==> config.mk <==
export PLATFORM = sky130hd
export DESIGN_NAME = mem_ctrl
export DESIGN_NICKNAME = d
export VERILOG_FILES = /design/src/rtl/mem_pkg.sv /design/src/rtl/mem_inflight_pipe.sv /design/src/rtl/mem_ctrl.sv
export SDC_FILE = /design/constraint.sdc
export NUM_CORES = 1
export LEC_CHECK = 0
export ABC_AREA = 0
export CORE_AREA = 2 2 63 65
export DETAILED_ROUTE_END_ITERATION = 7
export DIE_AREA = 0 0 65 67
export GPL_ROUTABILITY_DRIVEN = 0
export PLACE_DENSITY = 0.81
export SYNTH_ARGS = -nofsm -noshare
export SYNTH_HDL_FRONTEND = slang
export SYNTH_SLANG_ARGS = --single-unit
==> constraint.sdc <==
create_clock -name clk -period 4.6 [get_ports clk]
set_clock_uncertainty 0.15 [all_clocks]
set_input_delay 1.38 -clock clk [delete_from_list [all_inputs] [get_ports clk]]
set_output_delay 1.38 -clock clk [all_outputs]
set_load 0.03 [all_outputs]
==> src/rtl/mem_pkg.sv <==
`default_nettype none
// ============================================================================
// Module   : mem_pkg
// Brief    : Shared types and constants for the byte-wide memory controller.
// Revision : 1.0 - initial release
// ============================================================================
package mem_pkg;

  localparam int         MEM_ADDR_W = 18;
  localparam logic [1:0] IO_REGION  = 2'b11;

  typedef enum logic {
    OWN_DC = 1'b0,
    OWN_IC = 1'b1
  } owner_t;

  typedef struct packed {
    logic   valid;
    owner_t owner;
  } inflight_t;

  localparam inflight_t c_inflight_idle = '{valid: 1'b0, owner: OWN_DC};

  // The two top address bits select the IO region.
  function automatic logic is_io_addr(input logic [1:0] top_bits);
    return top_bits == IO_REGION;
  endfunction

endpackage
`default_nettype wire

==> src/rtl/mem_inflight_pipe.sv <==
`default_nettype none
// ============================================================================
// Module   : mem_inflight_pipe
// Brief    : Fixed-depth shift register of in-flight {valid, owner} tags.
// Revision : 1.0 - initial release
// ============================================================================
module mem_inflight_pipe
  import mem_pkg::*;
#(
  parameter int DEPTH = 1
) (
  input  logic      clk,
  input  logic      rst_n,
  input  inflight_t din,
  output inflight_t dout,
  output logic      busy
);

  inflight_t r_stage [DEPTH];

  // Advances every cycle; the global enable only gates what enters.
  always_ff @(posedge clk) begin
    if (!rst_n) begin
      for (int i = 0; i < DEPTH; i++) begin
        r_stage[i] <= c_inflight_idle;
      end
    end else begin
      r_stage[0] <= din;
      for (int i = 1; i < DEPTH; i++) begin
        r_stage[i] <= r_stage[i-1];
      end
    end
  end

  always_comb begin
    busy = 1'b0;
    for (int i = 0; i < DEPTH; i++) begin
      busy = busy | r_stage[i].valid;
    end
  end

  assign dout = r_stage[DEPTH-1];

endmodule
`default_nettype wire

==> src/rtl/mem_ctrl.sv <==
`default_nettype none
// ============================================================================
// Module   : mem_ctrl
// Brief    : Byte-wide RAM/IO controller arbitrating dcache (priority) and icache.
// Revision : 1.0 - initial release
// ============================================================================
module mem_ctrl
  import mem_pkg::*;
#(
  parameter int ADDR_W      = MEM_ADDR_W,
  parameter int RAM_LATENCY = 1           // legal range 1..3
) (
  input  logic              clk,
  input  logic              rst_n,
  input  logic              rdy,
  input  logic              dc_get_en,
  input  logic              dc_write_mode,
  input  logic [ADDR_W-1:0] dc_addr,
  input  logic [7:0]        dc_data,
  input  logic              ic_get_en,
  input  logic [ADDR_W-1:0] ic_addr,
  input  logic              io_buffer_full,
  input  logic [7:0]        ram_din,
  output logic              dc_out_en,
  output logic              ic_out_en,
  output logic [7:0]        mem_content,
  output logic [ADDR_W-1:0] ram_addr,
  output logic              ram_wr,
  output logic [7:0]        ram_dout,
  output logic              idle
);

  logic              w_dc_blocked;
  logic              w_grant_dc;
  logic              w_grant_ic;
  logic              w_grant;
  logic              w_pipe_busy;
  inflight_t         w_issue;
  inflight_t         w_done;
  logic [ADDR_W-1:0] r_last_addr;

  // A stalled IO write also holds off the icache so ordering is preserved.
  always_comb begin
    w_dc_blocked = dc_write_mode && io_buffer_full &&
                   is_io_addr(dc_addr[ADDR_W-1 -: 2]);
    w_grant_dc   = rst_n && rdy && dc_get_en && !w_dc_blocked;
    w_grant_ic   = rst_n && rdy && !dc_get_en && ic_get_en;
    w_grant      = w_grant_dc || w_grant_ic;
  end

  always_comb begin
    ram_addr = r_last_addr;
    ram_wr   = 1'b0;
    ram_dout = 8'h00;
    if (!rst_n) begin
      ram_addr = '0;
    end else if (w_grant_dc) begin
      ram_addr = dc_addr;
      ram_wr   = dc_write_mode;
      ram_dout = dc_data;
    end else if (w_grant_ic) begin
      ram_addr = ic_addr;
    end
  end

  // Holding the address when idle keeps the bus quiet between accesses.
  always_ff @(posedge clk) begin
    if (!rst_n) begin
      r_last_addr <= '0;
    end else if (w_grant) begin
      r_last_addr <= ram_addr;
    end
  end

  always_comb begin
    w_issue.valid = w_grant;
    w_issue.owner = w_grant_dc ? OWN_DC : OWN_IC;
  end

  mem_inflight_pipe #(
    .DEPTH (RAM_LATENCY)
  ) u_pipe (
    .clk   (clk),
    .rst_n (rst_n),
    .din   (w_issue),
    .dout  (w_done),
    .busy  (w_pipe_busy)
  );

  assign dc_out_en   = w_done.valid && (w_done.owner == OWN_DC);
  assign ic_out_en   = w_done.valid && (w_done.owner == OWN_IC);
  assign mem_content = ram_din;
  assign idle        = !rst_n || (!w_pipe_busy && !w_grant);

endmodule
`default_nettype wire

==> key figures, run 1 <==
Min path
  – Hold Crit Class: flip-flop to flip-flop

Clock network
  – Clock slew seen by the registers of the worst setup and hold paths: 70 ps
  – CTS HTree Levels: 1
  – Root buf cell: sky130_fd_sc_hd__clkbuf_8
  – Worst skew pair latency: 250 ps
  – Number of sinks driven by the clock tree: 20
  – CTS Hold Buffers Added: 0
  – Maximum buffer depth of the clock tree: 2
  – Clock buffer count from CTS: 3
  – Clock tree from TritonCTS: built

Global routing
  – Global-route wire length before repair: approximately 5.9 mm
  – Vias in the first global route: 1,279
  – Maximum number of pins on one net before global-route repair: 29
  – Overall Global Routing Usage: 0.172
  – GRT Residual Overflow: 0
  – Antenna violations before repair: 0

STA
  – Final clock period utilization by the worst path: 0.970
  – Worst hold slack across all endpoints: 368 ps
  – Max-Slew Margin vs Limit: 0.790
  – Number of hold-slack violations in the final timing report: 0
  – Final setup margin: 138 ps
  – Clock period minus worst slack: 4460 ps
  – Measured slew at the worst slew-check pin: 314 ps
  – Final setup violation count: 0
  – Highest clock frequency the design can meet: 224 MHz
  – RSZ-0062 raised after global routing: false
  – Final-layout setup total negative slack: 0 ps
  – Count of pins over their slew limit: 0

Worst setup path
  – Maximum net fanout on the critical path: 28
  – Crit-path cells: clkdlybuf4s50_1 -> buf_4 -> nand4_2 -> buf_4 -> a32oi_1 -> a21boi_1 -> buf_4
  – CP startpoint: dc_addr[16]
  – R2r endpoint: r_last_addr[8]$_SDFFE_PN0P_
  – Crit start category: input pin
  – Reg2reg setup slack: 3760 ps
  – Path type of the worst setup path: input pin to output port
  – Number of cells on the worst reg-to-reg path: 2
  – Maximum single-stage delay on the critical path: around 480 ps
  – Required time at the endpoint of the critical path: a little over 3000 ps
  – Crit Reg-Reg Startpoint: r_last_addr[8]$_SDFFE_PN0P_
  – Endpoint type of the worst setup path: output port
  – Crit path max-delay cell type: sky130_fd_sc_hd__clkdlybuf4s50_1
  – Critical Path Sink: ram_addr[1]
  – Data arrival at the endpoint of the critical path: 2930 ps
  – Most common cell on crit path: sky130_fd_sc_hd__buf_4

Floorplanning
  – Top Ports: 97
  – Effective utilization at floorplan: 0.355
  – Die Width: 65 um
  – Vert. Die Dim: 67 um
  – Area inside the core boundary: 3610 sq um
  – Placement row count: 22
  – DIE AREA: 4360 sq um

Synthesis
  – Proportion of synthesized chip area in sequential cells: 0.313
  – Top cell type's share of synthesized area: 0.313
  – Count of cell types in the netlist: 21
  – Synth Cell Area: 1280 sq um
  – Largest cells by area after synthesis: sky130_fd_sc_hd__dfxtp_1 31%, sky130_fd_sc_hd__a21boi_1 13%, sky130_fd_sc_hd__a32oi_1 12%, sky130_fd_sc_hd__o211ai_1 11%, sky130_fd_sc_hd__a21boi_0 8.2%
  – Number of nets in the synthesized netlist: 194
  – Warnings, synthesis: 0
  – Post-synthesis cell type with the largest combined area: sky130_fd_sc_hd__dfxtp_1
  – Number of storage elements in the synthesis netlist: 20
  – Synth Instances: 135
  – Average cell area after synthesis: 9.48 sq um

Route
  – Detailed-route via count: 1,375
  – Residual antenna-violating net count after detailed routing: 0
  – First-pass DRT Iterations: 4
  – Via density per instance: 5.35
  – Routed wire length: 3.70 mm
  – Routed wire length per instance: 14.4 um
  – Number of remaining DRC errors: 0
  – Detailed Route Iter0 Violations: 38

Run status
  – Status: completed

Pwr
  – Power per unit of standard cell area: 216 nW/um^2
  – Standby leakage power: 0.825 nW
  – Largest voltage drop on the vdd net: 162 uV

Placed design
  – Number of I/O port buffers: 80
  – Total placed instance area: 2020 sq um
  – HPWL reported at the end of detailed placement: 2.71 mm
  – Pre-CTS setup slack: 55.3 ps

Cells and area
  – Diodes inserted: 0
  – Reg area: roughly 400 sq um
  – Final nets: 269
  – Filler Cells Inserted: 337
  – Multi-input logic area: roughly 710 sq um
  – Cell area after layout: 2070 sq um
  – Syn-to-layout area delta: 62.0%
  – Ratio of cells with drive above 1 in the final layout: 0.225

Job
  – Count of maximum capacitance violations: 0
-- layer usage --
layer	track usage	wire, um	up-vias
met5	0	0	-
met4	0.0319	8	0
met2	0.308	1770	43
li1	-	-	687
met3	0.0490	257	2
met1	0.205	1660	643
-- worst max-delay path: cells and delay by family --
family          cells  cell delay (ps)
simple gates        1               90
buf+inv             4             1020
compound gates      2              440
-- cell type report --
| type | count | share of cell area |
|---|---|---|
| repair buffers | 93 | 0.408 |
| well taps | 48 | 0.0290 |
| multi-input cells | 92 | 0.343 |
| clock buffers | 4 | 0.0266 |
| flip-flops and latches | 20 | 0.193 |
-- Yosys cell counts --
cell type / n
sky130_fd_sc_hd__buf_8: 1
sky130_fd_sc_hd__nor2b_1: 1
sky130_fd_sc_hd__a21boi_0: 14
sky130_fd_sc_hd__a32oi_1: 18
sky130_fd_sc_hd__o21ai_1: 1
sky130_fd_sc_hd__a21oi_1: 1
sky130_fd_sc_hd__nand4b_2: 1
sky130_fd_sc_hd__dfxtp_1: 20
sky130_fd_sc_hd__and2_1: 1
sky130_fd_sc_hd__clkbuf_1: 4
sky130_fd_sc_hd__o211ai_1: 18
sky130_fd_sc_hd__a21boi_1: 23
sky130_fd_sc_hd__and4b_1: 1
sky130_fd_sc_hd__buf_4: 9
sky130_fd_sc_hd__buf_6: 4
sky130_fd_sc_hd__buf_2: 4
sky130_fd_sc_hd__nand4_2: 1
sky130_fd_sc_hd__clkbuf_2: 1
sky130_fd_sc_hd__and3_1: 10
sky130_fd_sc_hd__nand3_2: 1
sky130_fd_sc_hd__and4_1: 1
-- repair_timing --
action,4_1_cts,5_1_grt
setup endpoints to repair,0,1
resized for setup,0,1
buffers inserted,0,0
-- layout by cell type, fill, tap and decap left out --
| cell type | synthesis | layout |
|---|---|---|
| sky130_fd_sc_hd__buf_12 | 0 | 1 |
| sky130_fd_sc_hd__dfxtp_1 | 20 | 20 |
| sky130_fd_sc_hd__clkdlybuf4s50_1 | 0 | 52 |
| sky130_fd_sc_hd__and4b_1 | 1 | 1 |
| sky130_fd_sc_hd__nand4_2 | 1 | 1 |
| sky130_fd_sc_hd__a32oi_1 | 18 | 18 |
| sky130_fd_sc_hd__a21boi_0 | 14 | 14 |
| sky130_fd_sc_hd__nand4b_2 | 1 | 1 |
| sky130_fd_sc_hd__nand3_2 | 1 | 1 |
| sky130_fd_sc_hd__a21boi_1 | 23 | 23 |
| sky130_fd_sc_hd__o21ai_1 | 1 | 1 |
| sky130_fd_sc_hd__o211ai_1 | 18 | 18 |
| sky130_fd_sc_hd__dlymetal6s2s_1 | 0 | 1 |
| sky130_fd_sc_hd__buf_4 | 9 | 39 |
| sky130_fd_sc_hd__and3_1 | 10 | 10 |
| sky130_fd_sc_hd__clkbuf_8 | 0 | 4 |
| sky130_fd_sc_hd__and4_1 | 1 | 1 |
| sky130_fd_sc_hd__nor2b_1 | 1 | 1 |
| sky130_fd_sc_hd__and2_1 | 1 | 1 |
| sky130_fd_sc_hd__a21oi_1 | 1 | 1 |
-- logic make-up after synthesis --
group           synth area share
buf+inv                    0.131
simple gates               0.103
compound gates             0.454
flops                      0.313
-- registers in the layout (all words and copies together), names as in the netlist --
| signal | count |
|---|---|
| r_last_addr | 18 |
| u_pipe.r_stage | 2 |
-- worst min-delay path by stage --
stage | start | to | cells after the start
3_5_place_dp | r_last_addr[16]$_SDFFE_PN0P_ | r_last_addr[16]$_SDFFE_PN0P_ | 2
2_1_floorplan | r_last_addr[10]$_SDFFE_PN0P_ | r_last_addr[10]$_SDFFE_PN0P_ | 2
4_1_cts | r_last_addr[12]$_SDFFE_PN0P_ | r_last_addr[12]$_SDFFE_PN0P_ | 2
6_report | r_last_addr[12]$_SDFFE_PN0P_ | r_last_addr[12]$_SDFFE_PN0P_ | 2
3_3_place_gp | r_last_addr[16]$_SDFFE_PN0P_ | r_last_addr[16]$_SDFFE_PN0P_ | 2
5_1_grt | r_last_addr[1]$_SDFFE_PN0P_ | r_last_addr[1]$_SDFFE_PN0P_ | 2
-- where the power goes --
| part | switching, mW | total (mW) | internal (mW) |
|---|---|---|---|
| registers | 0.00218 | 0.184 | 0.181 |
| logic | 0.0595 | 0.133 | 0.0736 |
| clock network | 0.0559 | 0.132 | 0.0761 |
-- through the flow --
stage	util	power [mW]	std cells
floorplan	-	0.262	135
global placement	0.559	0.319	253
detailed placement	0.559	0.321	253
CTS	0.574	0.454	257
global route	0.575	0.472	257
finish	0.575	0.449	257
No activity file was read; power rests on OpenSTA's default activity.
==> run 2, diff against run 1 <==
- RECOVER_POWER: not set -> 25
==> run 2 against run 1 <==
Net effect: global-route usage is the same; wire length decreased by 0.38%; flip-flop and latch count unchanged; combinational power hardly changed; via count down 0.44%; cell count stayed put; setup slack improved by 5.4 ps; power decreased by 0.16%; sequential share of layout area up 0.058 points; worst hold slack improved by 1.8 ps; critical path type unchanged.
==> key figures, run 2 (synthesis gave the netlist of run 1 again) <==
Run status
  – Status: completed (unchanged)

Cells and area
  – Cell area after layout: 2070 sq um (about the same)
  – Leading cell types in the layout, fill and taps excluded: 52 x sky130_fd_sc_hd__clkdlybuf4s50_1, 39 x sky130_fd_sc_hd__buf_4, 20 x sky130_fd_sc_hd__dfxtp_1 (was 52 x sky130_fd_sc_hd__clkdlybuf4s50_1, 39 x sky130_fd_sc_hd__buf_4, 23 x sky130_fd_sc_hd__a21boi_1)
  – Diodes inserted: 0 (unchanged)
  – Multi-input logic area: 706 sq um (was 712 sq um)
  – Filler Cells Inserted: 339 (was 337)
  – Syn-to-layout area delta: 61.5% (was 62.0%)
  – Commonest non-fill, non-tap cell in the layout: sky130_fd_sc_hd__clkdlybuf4s50_1 (unchanged)
  – Ratio of cells with drive above 1 in the final layout: 0.220 (was 0.225)
  – Flip-flop count of the largest register after layout: 18 (unchanged)
  – Final std cells w/o fill: 257 (unchanged)
  – Registers with the most flip-flops: r_last_addr: 18 flops, u_pipe.r_stage: 2 flops (unchanged)
  – Final nets: 269 (unchanged)
  – Most flops, register: r_last_addr (unchanged)
  – Reg area: 400 sq um (unchanged)

Worst setup path
  – Crit-path cells: clkdlybuf4s50_1 -> buf_4 -> nand4_1 -> buf_4 -> a32oi_1 -> a21boi_1 -> buf_4 (was clkdlybuf4s50_1 -> buf_4 -> nand4_2 -> buf_4 -> a32oi_1 -> a21boi_1 -> buf_4)
  – Path type of the worst setup path: input pin to output port (unchanged)
  – Required time at the endpoint of the critical path: 3070 ps (about the same)
  – Data arrival at the endpoint of the critical path: 2930 ps (about the same)
  – Crit start category: input pin (unchanged)
  – WP buf/inv: 4 (unchanged)
  – CP delay by family, top: buffers and inverters (unchanged)
  – Maximum single-stage delay on the critical path: 480 ps (about the same)
  – Maximum net fanout on the critical path: 28 (unchanged)
  – Crit path max-delay cell type: sky130_fd_sc_hd__clkdlybuf4s50_1 (unchanged)
  – Endpoint type of the worst setup path: output port (unchanged)
  – Most common cell on crit path: sky130_fd_sc_hd__buf_4 (unchanged)

STA
  – RSZ-0062 raised after global routing: false (unchanged)
  – Final-layout setup total negative slack: 0 ps (unchanged)
  – Clock period minus worst slack: 4460 ps (about the same)
  – Number of hold-slack violations in the final timing report: 0 (unchanged)
  – Final setup margin: 144 ps (was 138 ps)
  – Final setup violation count: 0 (unchanged)
  – Highest clock frequency the design can meet: 224 MHz (about the same)
  – Max-Slew Margin vs Limit: 0.790 (about the same)
  – Measured slew at the worst slew-check pin: 314 ps (about the same)
  – Final clock period utilization by the worst path: 0.969 (was 0.970)
  – Count of pins over their slew limit: 0 (unchanged)

Clock network
  – Worst skew pair latency: 250 ps (about the same)
  – Root buf cell: sky130_fd_sc_hd__clkbuf_8 (unchanged)
  – Clock slew seen by the registers of the worst setup and hold paths: 70 ps (about the same)
  – Maximum buffer depth of the clock tree: 2 (unchanged)
  – Clock buffer count from CTS: 3 (unchanged)
  – CTS HTree Levels: 1 (unchanged)
  – Number of sinks driven by the clock tree: 20 (unchanged)
  – Clock tree from TritonCTS: built (unchanged)
  – Post-CTS setup repair buffer count: 0 (unchanged)
  – CTS Hold Buffers Added: 0 (unchanged)

Route
  – Routed wire length: 3.68 mm (was 3.70 mm)
  – First-pass DRT Iterations: 4 (unchanged)
  – Routed wire length per instance: 14.3 um (was 14.4 um)
  – Detailed Route Iter0 Violations: 39 (was 38)
  – Detailed-route via count: 1,369 (was 1,375)
  – Number of remaining DRC errors: 0 (unchanged)
  – Via density per instance: 5.33 (was 5.35)
  – Residual antenna-violating net count after detailed routing: 0 (unchanged)

Pwr
  – Largest voltage drop on the vdd net: 162 uV (about the same)
  – Power per unit of standard cell area: 217 nW/um^2 (was 216 nW/um^2)
  – Standby leakage power: 0.818 nW (was 0.825 nW)
  – Total chip power: 0.448 mW (was 0.449 mW)

Floorplanning
  – DIE AREA: 4360 sq um (unchanged)
  – Top Ports: 97 (unchanged)
  – Area inside the core boundary: 3610 sq um (unchanged)
  – Placement row count: 22 (unchanged)
  – Effective utilization at floorplan: 0.355 (unchanged)
  – Vert. Die Dim: 67 um (unchanged)
  – Die Width: 65 um (unchanged)

Placed design
  – Placed Cells incl. Taps: 253 (unchanged)
  – Number of I/O port buffers: 80 (unchanged)
  – Pre-CTS setup slack: 55.3 ps (unchanged)
  – Total placed instance area: 2020 sq um (unchanged)
  – HPWL reported at the end of detailed placement: 2.71 mm (unchanged)

Global routing
  – Vias in the first global route: 1,279 (unchanged)
  – Global-route wire length before repair: 5.93 mm (unchanged)
  – Antenna violations before repair: 0 (unchanged)
  – GRT Residual Overflow: 0 (unchanged)
  – Maximum number of pins on one net before global-route repair: 29 (unchanged)
  – Overall Global Routing Usage: 0.172 (unchanged)

Job
  – Count of maximum capacitance violations: 0 (unchanged)

Min path
  – Hold Crit Class: flip-flop to flip-flop (unchanged)
==> run 2: cell counts in the layout (fill, tap and decap cells not counted) <==
No cell type changed its count.
==> run 2: power breakdown <==
part | internal (mW) | switching (mW)
Combinational | 0.0732 | 0.0590
Sequential | 0.181 | 0.00219
Clock | 0.0761 | 0.0560
Total | 0.331 | 0.117
==> run 2: worst register-to-register path, stage by stage, from the launching register on <==
cell and delay, ps:
sky130_fd_sc_hd__dfxtp_1 320, sky130_fd_sc_hd__o211ai_1 110, sky130_fd_sc_hd__a21boi_1 190
==> run 2: final timing paths <==
kind	start	to	slack, ps	cells after the start
min reg2reg	r_last_addr[9]$_SDFFE_PN0P_	r_last_addr[9]$_SDFFE_PN0P_	370	2
max	dc_addr[16]	ram_addr[1]	140	7
min	r_last_addr[9]$_SDFFE_PN0P_	r_last_addr[9]$_SDFFE_PN0P_	370	2
max reg2reg	r_last_addr[8]$_SDFFE_PN0P_	r_last_addr[8]$_SDFFE_PN0P_	3760	2
==> run 2: what timing repair did <==
action,4_1_cts,5_1_grt
endpoints found under the hold margin,0,0
setup endpoints to repair,0,1
resized for setup,0,1
==> run 2: metrics by stage <==
| step | utilization | hold WS (ps) |
|---|---|---|
| final | 0.573 | 370 |
| after global placement | 0.559 | 350 |
| after floorplan | - | 341 |
| after global routing | 0.573 | 390 |
| after detailed placement | 0.559 | 359 |
| after CTS | 0.574 | 371 |
==> run 2: area by class of cell <==
| type | count | area share |
|---|---|---|
| Multi-Input combinational cell | 92 | 0.341 |
| Tap cell | 48 | 0.0291 |
| Sequential cell | 20 | 0.194 |
| Clock buffer | 4 | 0.0266 |
| Timing Repair Buffer | 93 | 0.409 |
==> run 2: routing by layer <==
| metal | part of all wire | up-vias | GRT usage | wire length, um |
|---|---|---|---|---|
| met5 | 0 | - | 0 | 0 |
| met2 | 0.49 | 41 | 0.308 | 1810 |
| li1 | - | 688 | - | - |
| met3 | 0.068 | 2 | 0.0490 | 249 |
| met1 | 0.44 | 638 | 0.205 | 1610 |
| met4 | 0.0022 | 0 | 0.0319 | 8 |
==> run 3, diff against run 2 <==
--- a/config.mk
+++ b/config.mk
@@ -7,7 +7,7 @@
 export LEC_CHECK = 0
 export ABC_AREA = 0
-export CORE_AREA = 2 2 63 65
+export CORE_AREA = 2 2 75 55
 export DETAILED_ROUTE_END_ITERATION = 7
-export DIE_AREA = 0 0 65 67
+export DIE_AREA = 0 0 77 57
 export GPL_ROUTABILITY_DRIVEN = 0
 export PLACE_DENSITY = 0.81
==> constraint.sdc (replaced) <==
create_clock -name clk -period 4.6 [get_ports clk]
set_clock_uncertainty 0.15 [all_clocks]
set_input_delay 1.15 -clock clk [delete_from_list [all_inputs] [get_ports clk]]
set_output_delay 1.15 -clock clk [all_outputs]
set_load 0.03 [all_outputs]
==> run 3 against run 2 <==
Net effect: cell area decreased by 1.0%; clock-buffer cell count unchanged; highest routed layer unchanged; register-to-register slack about the same; combinational power about the same; first-iteration DRC count decreased by 23%; sequential share of layout area increased by 0.20 points; critical path type unchanged; utilization decreased by 2.9 points; worst hold slack got worse by 2.1 ps.
==> key figures, run 3 (synthesis gave the netlist of run 1 again) <==
Global routing
  – Vias in the first global route: 1,301 (was 1,279)
  – Maximum number of pins on one net before global-route repair: 23 (was 29)
  – Global-route wire length before repair: 5.95 mm (was 5.93 mm)
  – GRT Residual Overflow: 0 (unchanged)
  – Overall Global Routing Usage: 0.166 (was 0.172)
  – Antenna violations before repair: 0 (unchanged)

Route
  – Routed wire length per instance: 14.1 um (was 14.3 um)
  – Number of remaining DRC errors: 0 (unchanged)
  – Via density per instance: 5.15 (was 5.33)
  – First-pass DRT Iterations: 3 (was 4)
  – Detailed Route Iter0 Violations: 30 (was 39)
  – Detailed-route via count: 1,324 (was 1,369)
  – Residual antenna-violating net count after detailed routing: 0 (unchanged)
  – Routed wire length: 3.62 mm (was 3.68 mm)

Min path
  – Hold Crit Class: flip-flop to flip-flop (unchanged)

Floorplanning
  – Vert. Die Dim: 57 um (was 67 um)
  – Placement row count: 19 (was 22)
  – Effective utilization at floorplan: 0.341 (was 0.355)
  – Die Width: 77 um (was 65 um)
  – Top Ports: 97 (unchanged)
  – DIE AREA: 4390 sq um (was 4360 sq um)
  – Area inside the core boundary: 3760 sq um (was 3610 sq um)

Pwr
  – Standby leakage power: 0.801 nW (was 0.818 nW)
  – Switching part of the total power: 0.262 (about the same)
  – Largest voltage drop on the vdd net: 123 uV (was 162 uV)
  – Int Pwr: 0.329 mW (was 0.331 mW)
  – Switching Power: 0.117 mW (about the same)
  – Power per unit of standard cell area: 218 nW/um^2 (was 217 nW/um^2)
  – Flop pwr share: 0.412 (was 0.410)
  – Clock power share: 0.294 (was 0.295)
  – Relative contribution of combinational cells to total power: 0.293 (was 0.295)

Placed design
  – Total placed instance area: 1990 sq um (was 2020 sq um)
  – Pre-CTS setup slack: 369 ps (was 55.3 ps)
  – Number of I/O port buffers: 80 (unchanged)
  – HPWL reported at the end of detailed placement: 2.73 mm (was 2.71 mm)

Cells and area
  – Registers with the most flip-flops: r_last_addr: 18 flops, u_pipe.r_stage: 2 flops (unchanged)
  – Diodes inserted: 0 (unchanged)
  – Syn-to-layout area delta: 59.8% (was 61.5%)
  – Most flops, register: r_last_addr (unchanged)
  – Ratio of cells with drive above 1 in the final layout: 0.210 (was 0.220)
  – Filler Cells Inserted: 366 (was 339)
  – Leading cell types in the layout, fill and taps excluded: 51 x sky130_fd_sc_hd__clkdlybuf4s50_1, 35 x sky130_fd_sc_hd__buf_4, 22 x sky130_fd_sc_hd__a21boi_1 (was 52 x sky130_fd_sc_hd__clkdlybuf4s50_1, 39 x sky130_fd_sc_hd__buf_4, 20 x sky130_fd_sc_hd__dfxtp_1)
  – Commonest non-fill, non-tap cell in the layout: sky130_fd_sc_hd__clkdlybuf4s50_1 (unchanged)
  – Flip-flop count of the largest register after layout: 18 (unchanged)
  – Final nets: 265 (was 269)
  – Cell area after layout: 2050 sq um (was 2070 sq um)

Worst setup path
  – Path type of the worst setup path: input pin to output port (unchanged)
  – Maximum net fanout on the critical path: 11 (was 28)
  – Required time at the endpoint of the critical path: 3300 ps (was 3070 ps)
  – Endpoint type of the worst setup path: output port (unchanged)
  – Crit start category: input pin (unchanged)
  – Data arrival at the endpoint of the critical path: 2960 ps (was 2930 ps)

STA
  – Final setup margin: 341 ps (was 144 ps)
  – Count of pins over their slew limit: 0 (unchanged)
  – Clock period minus worst slack: 4260 ps (was 4460 ps)
  – Final-layout setup total negative slack: 0 ps (unchanged)
  – Max-Slew Margin vs Limit: 0.721 (was 0.790)
  – Measured slew at the worst slew-check pin: 418 ps (was 314 ps)
  – Number of hold-slack violations in the final timing report: 0 (unchanged)
  – Highest clock frequency the design can meet: 235 MHz (was 224 MHz)
  – RSZ-0062 raised after global routing: false (unchanged)
  – Final setup violation count: 0 (unchanged)
  – Final clock period utilization by the worst path: 0.926 (was 0.969)

Clock network
  – Root buf cell: sky130_fd_sc_hd__clkbuf_8 (unchanged)
  – Clock slew seen by the registers of the worst setup and hold paths: 70 ps (about the same)
  – Number of sinks driven by the clock tree: 20 (unchanged)
  – Clock tree from TritonCTS: built (unchanged)
  – Post-CTS setup repair buffer count: 0 (unchanged)
  – CTS HTree Levels: 1 (unchanged)
  – Clock buffer count from CTS: 3 (unchanged)
  – CTS Hold Buffers Added: 0 (unchanged)
  – Maximum buffer depth of the clock tree: 2 (unchanged)
  – Post-CTS sizing: 0 (unchanged)
  – Worst skew pair latency: 260 ps (was 250 ps)

Run status
  – Status: completed (unchanged)

Job
  – Count of maximum capacitance violations: 0 (unchanged)
run 3: changes by cell type in the layout (fill, tap and decap cells not counted), moves of 2 or more:
cell	change
sky130_fd_sc_hd__dlygate4sd3_1	+2
sky130_fd_sc_hd__a21boi_0	-4
sky130_fd_sc_hd__a21boi_1	+4
sky130_fd_sc_hd__buf_4	-4
run 3: routing by layer:
layer | wire length (um) | vias up | GRT usage | share of wire
li1 | - | 671 | - | -
met1 | 1720 | 604 | 0.216 | 0.48
met2 | 1630 | 47 | 0.277 | 0.45
met3 | 256 | 2 | 0.0570 | 0.071
met4 | 10 | 0 | 0.0255 | 0.0028
met5 | 0 | - | 0 | 0
run 3: cell type report:
class	count	area, sq um	share of cell area
repair buffers	89	813	0.398
clock buffers	4	55.1	0.0269
multi-input cells	92	712	0.348
flip-flops and latches	20	400	0.196
well taps	52	65.1	0.0318
run 3: path summary, 6_finish.rpt:
kind / startpoint / to / slack (ps) / cells after the start
max: rst_n / ram_addr[12] / 340 / 6
min: r_last_addr[2]$_SDFFE_PN0P_ / r_last_addr[2]$_SDFFE_PN0P_ / 370 / 2
max reg2reg: r_last_addr[1]$_SDFFE_PN0P_ / r_last_addr[1]$_SDFFE_PN0P_ / 3770 / 2
min reg2reg: r_last_addr[2]$_SDFFE_PN0P_ / r_last_addr[2]$_SDFFE_PN0P_ / 370 / 2
run 3: stage by stage:
stage	power [mW]	std cells	hold slack (ps)	utilization
final	0.446	257	368	0.545
after global routing	0.467	257	386	0.545
after CTS	0.451	257	373	0.545
after detailed placement	0.320	253	361	0.530
after global placement	0.318	253	350	0.530
after floorplan	0.262	135	341	-
run 3: power groups by stage:
stage	registers (mW)	clock network [mW]	logic (mW)
after floorplan	0.187	0	0.0751
after global placement	0.187	0	0.131
after detailed placement	0.188	0	0.132
after CTS	0.184	0.135	0.132
after global routing	0.184	0.142	0.140
final	0.184	0.131	0.131
run 3: worst max-delay path, cell delays in order:
cell and delay (ps):
sky130_fd_sc_hd__dlygate4sd3_1 640, sky130_fd_sc_hd__and4b_1 490, sky130_fd_sc_hd__buf_4 250, sky130_fd_sc_hd__a32oi_1 80
sky130_fd_sc_hd__a21boi_1 150, sky130_fd_sc_hd__buf_4 180
==> patch, RTL diff (settings of run 2) <==
Change the package constant `MEM_ADDR_W` from 18 to 14.
--- a/src/rtl/mem_pkg.sv
+++ b/src/rtl/mem_pkg.sv
@@ -6,7 +6,7 @@
 // ============================================================================
 package mem_pkg;
 
-  localparam int         MEM_ADDR_W = 18;
+  localparam int         MEM_ADDR_W = 14;
   localparam logic [1:0] IO_REGION  = 2'b11;
 
   typedef enum logic {
Interface: changed (resized dc_addr, ic_addr and ram_addr); port bits go from 97 to 85. The function was not compared with the original's and may differ.
==> patch against run 2 <==
- routed wire length is 19% lower
- setup slack worse by 0.0099 ns
- sequential cell count is 4 lower
- design area is 18% lower
- area after synthesis is 14% lower
- sequential power is 20% lower
- total power is 21% lower
- utilization is 10 points lower
- critical endpoint is now ram_addr[2]
- highest routed layer unchanged
==> patch: results (changes against run 2) <==
* Synth Area in Compound Gates at 0.444 (was 0.454)
* Clock-cell share at 0.0242 (was 0.0266)
* Met3 Routed Length at 146 um (was 249 um)
* Metal2 WL at 1.45 mm (was 1.81 mm)
* Largest registers: r_last_addr: 14 flops, u_pipe.r_stage: 2 flops (was r_last_addr: 18 flops, u_pipe.r_stage: 2 flops)
* HPWL Detailed at 2.22 mm (was 2.71 mm)
* Final Hold Slack at 0.344 ns (was 0.370 ns)
* Port buffer count at 68 (was 80)
* Largest net degree at the start of global routing at 25 (was 29)
* Fraction of standard cell area in multi-input logic at 0.348 (was 0.341)
* Net Count, Synth at 165 (was 194)
* Leakage at 0.670 nW (was 0.818 nW)
* Antenna Cells at 0 (unchanged)
* Non-CTS buffers at 77 (was 93)
* Fill cells at 357 (was 339)
* Met2 Usage GRT at 0.240 (was 0.308)
* RR Startpoint: r_last_addr[6]$_SDFFE_PN0P_ (was r_last_addr[8]$_SDFFE_PN0P_)
* Clock Power Share at 0.280 (was 0.295)
* Global Route Usage Sum at 0.140 (was 0.172)
* Commonest cells in the netlist: a21boi_1 (18), dfxtp_1 (16), o211ai_1 (13) (was a21boi_1 (23), dfxtp_1 (20), a32oi_1 (18), o211ai_1 (18), a21boi_0 (14))
* Seq_cells at 16 (was 20)
* Area post-placement at 1670 um2 (was 2020 um2)
* Max VDD drop at 0.0000917 V (was 0.000162 V)
* Cell variety after synth at 24 (was 21)
* Hold endpoint: r_last_addr[7]$_SDFFE_PN0P_ (was r_last_addr[9]$_SDFFE_PN0P_)
* Layout cell share with drive strength beyond 1 at 0.238 (was 0.220)
* WL final at 2.97 mm (was 3.68 mm)
* Met1 Resource Use GR at 0.183 (was 0.205)
* Fraction of area in registers at 0.188 (was 0.194)
* Critical path peak fanout at 10 (was 28)
* FF-to-FF End: r_last_addr[6]$_SDFFE_PN0P_ (was r_last_addr[8]$_SDFFE_PN0P_)
* Clk slew on worst S/H paths at 0.06 ns
* FFs w/ async S/R, synth at 0 (unchanged)
* Hold Path Origin: r_last_addr[7]$_SDFFE_PN0P_ (was r_last_addr[9]$_SDFFE_PN0P_)
* Placement Setup Slack at 0.154 ns (was 0.0553 ns)
* Vias per std cell at 4.98 (was 5.33)
* Status: completed (unchanged)
* Sequential power share at 0.414 (was 0.410)
* Initial detailed-routing violation count at 31 (was 39)
* Multi-input gates at 76 (was 92)
* Final non-clock buffer share at 0.404 (was 0.409)
* Hold WC Path Type: flop to flop (unchanged)
* Via count at 1096 (was 1369)
* GR Util met3 at 0.0270 (was 0.0490)
* Net Switching at 0.0924 mW (was 0.117 mW)
* Worst Tran Pin Value at 0.313 ns (was 0.314 ns)
* Synthesized netlist cell count at 114 (was 135)
* Clkbuf count at 3 (was 4)
* Nets at 225 (was 269)
* Metal-1 WL at 1.37 mm (was 1.61 mm)
* Seq power at 0.147 mW (was 0.184 mW)
* Number of global-route vias before repair at 1040 (was 1279)
* R2r setup slk at 3.78 ns (was 3.76 ns)
* Max incr delay on CP at 0.50 ns (was 0.48 ns)
* Arr. time, crit path at 2.94 ns (was 2.93 ns)
* Seq/Total Area, Yosys at 0.292 (was 0.313)
-- patch: changes by cell type in the layout (fill, tap and decap cells not counted), moves of 2 or more --
cell and change:
a21boi_0 -5, clkdlybuf4s50_1 -9, a21boi_2 +2, o211ai_1 -5, a21boi_1 -5, dfxtp_1 -4
a32oi_1 -5, buf_4 -6
-- patch: worst max-delay path: cells and delay by family --
family                 cells  cell delay [ns]
buffers and inverters      3             0.91
and+or+nand+nor            1             0.32
AOI/OAI and AO/OA          2             0.32
-- patch: how the worst max path moves through the flow --
stage | start | endpoint | slack, ns | cells after the start
CTS | dc_addr[13] | ram_addr[2] | 0.14 | 6
finish | dc_addr[13] | ram_addr[2] | 0.13 | 6
detailed placement | dc_addr[12] | ram_addr[2] | 0.15 | 6
global route | dc_addr[13] | ram_addr[3] | 0.04 | 6
floorplan | dc_addr[12] | ram_addr[10] | 0.55 | 4
global placement | dc_addr[13] | ram_addr[3] | 0.18 | 6
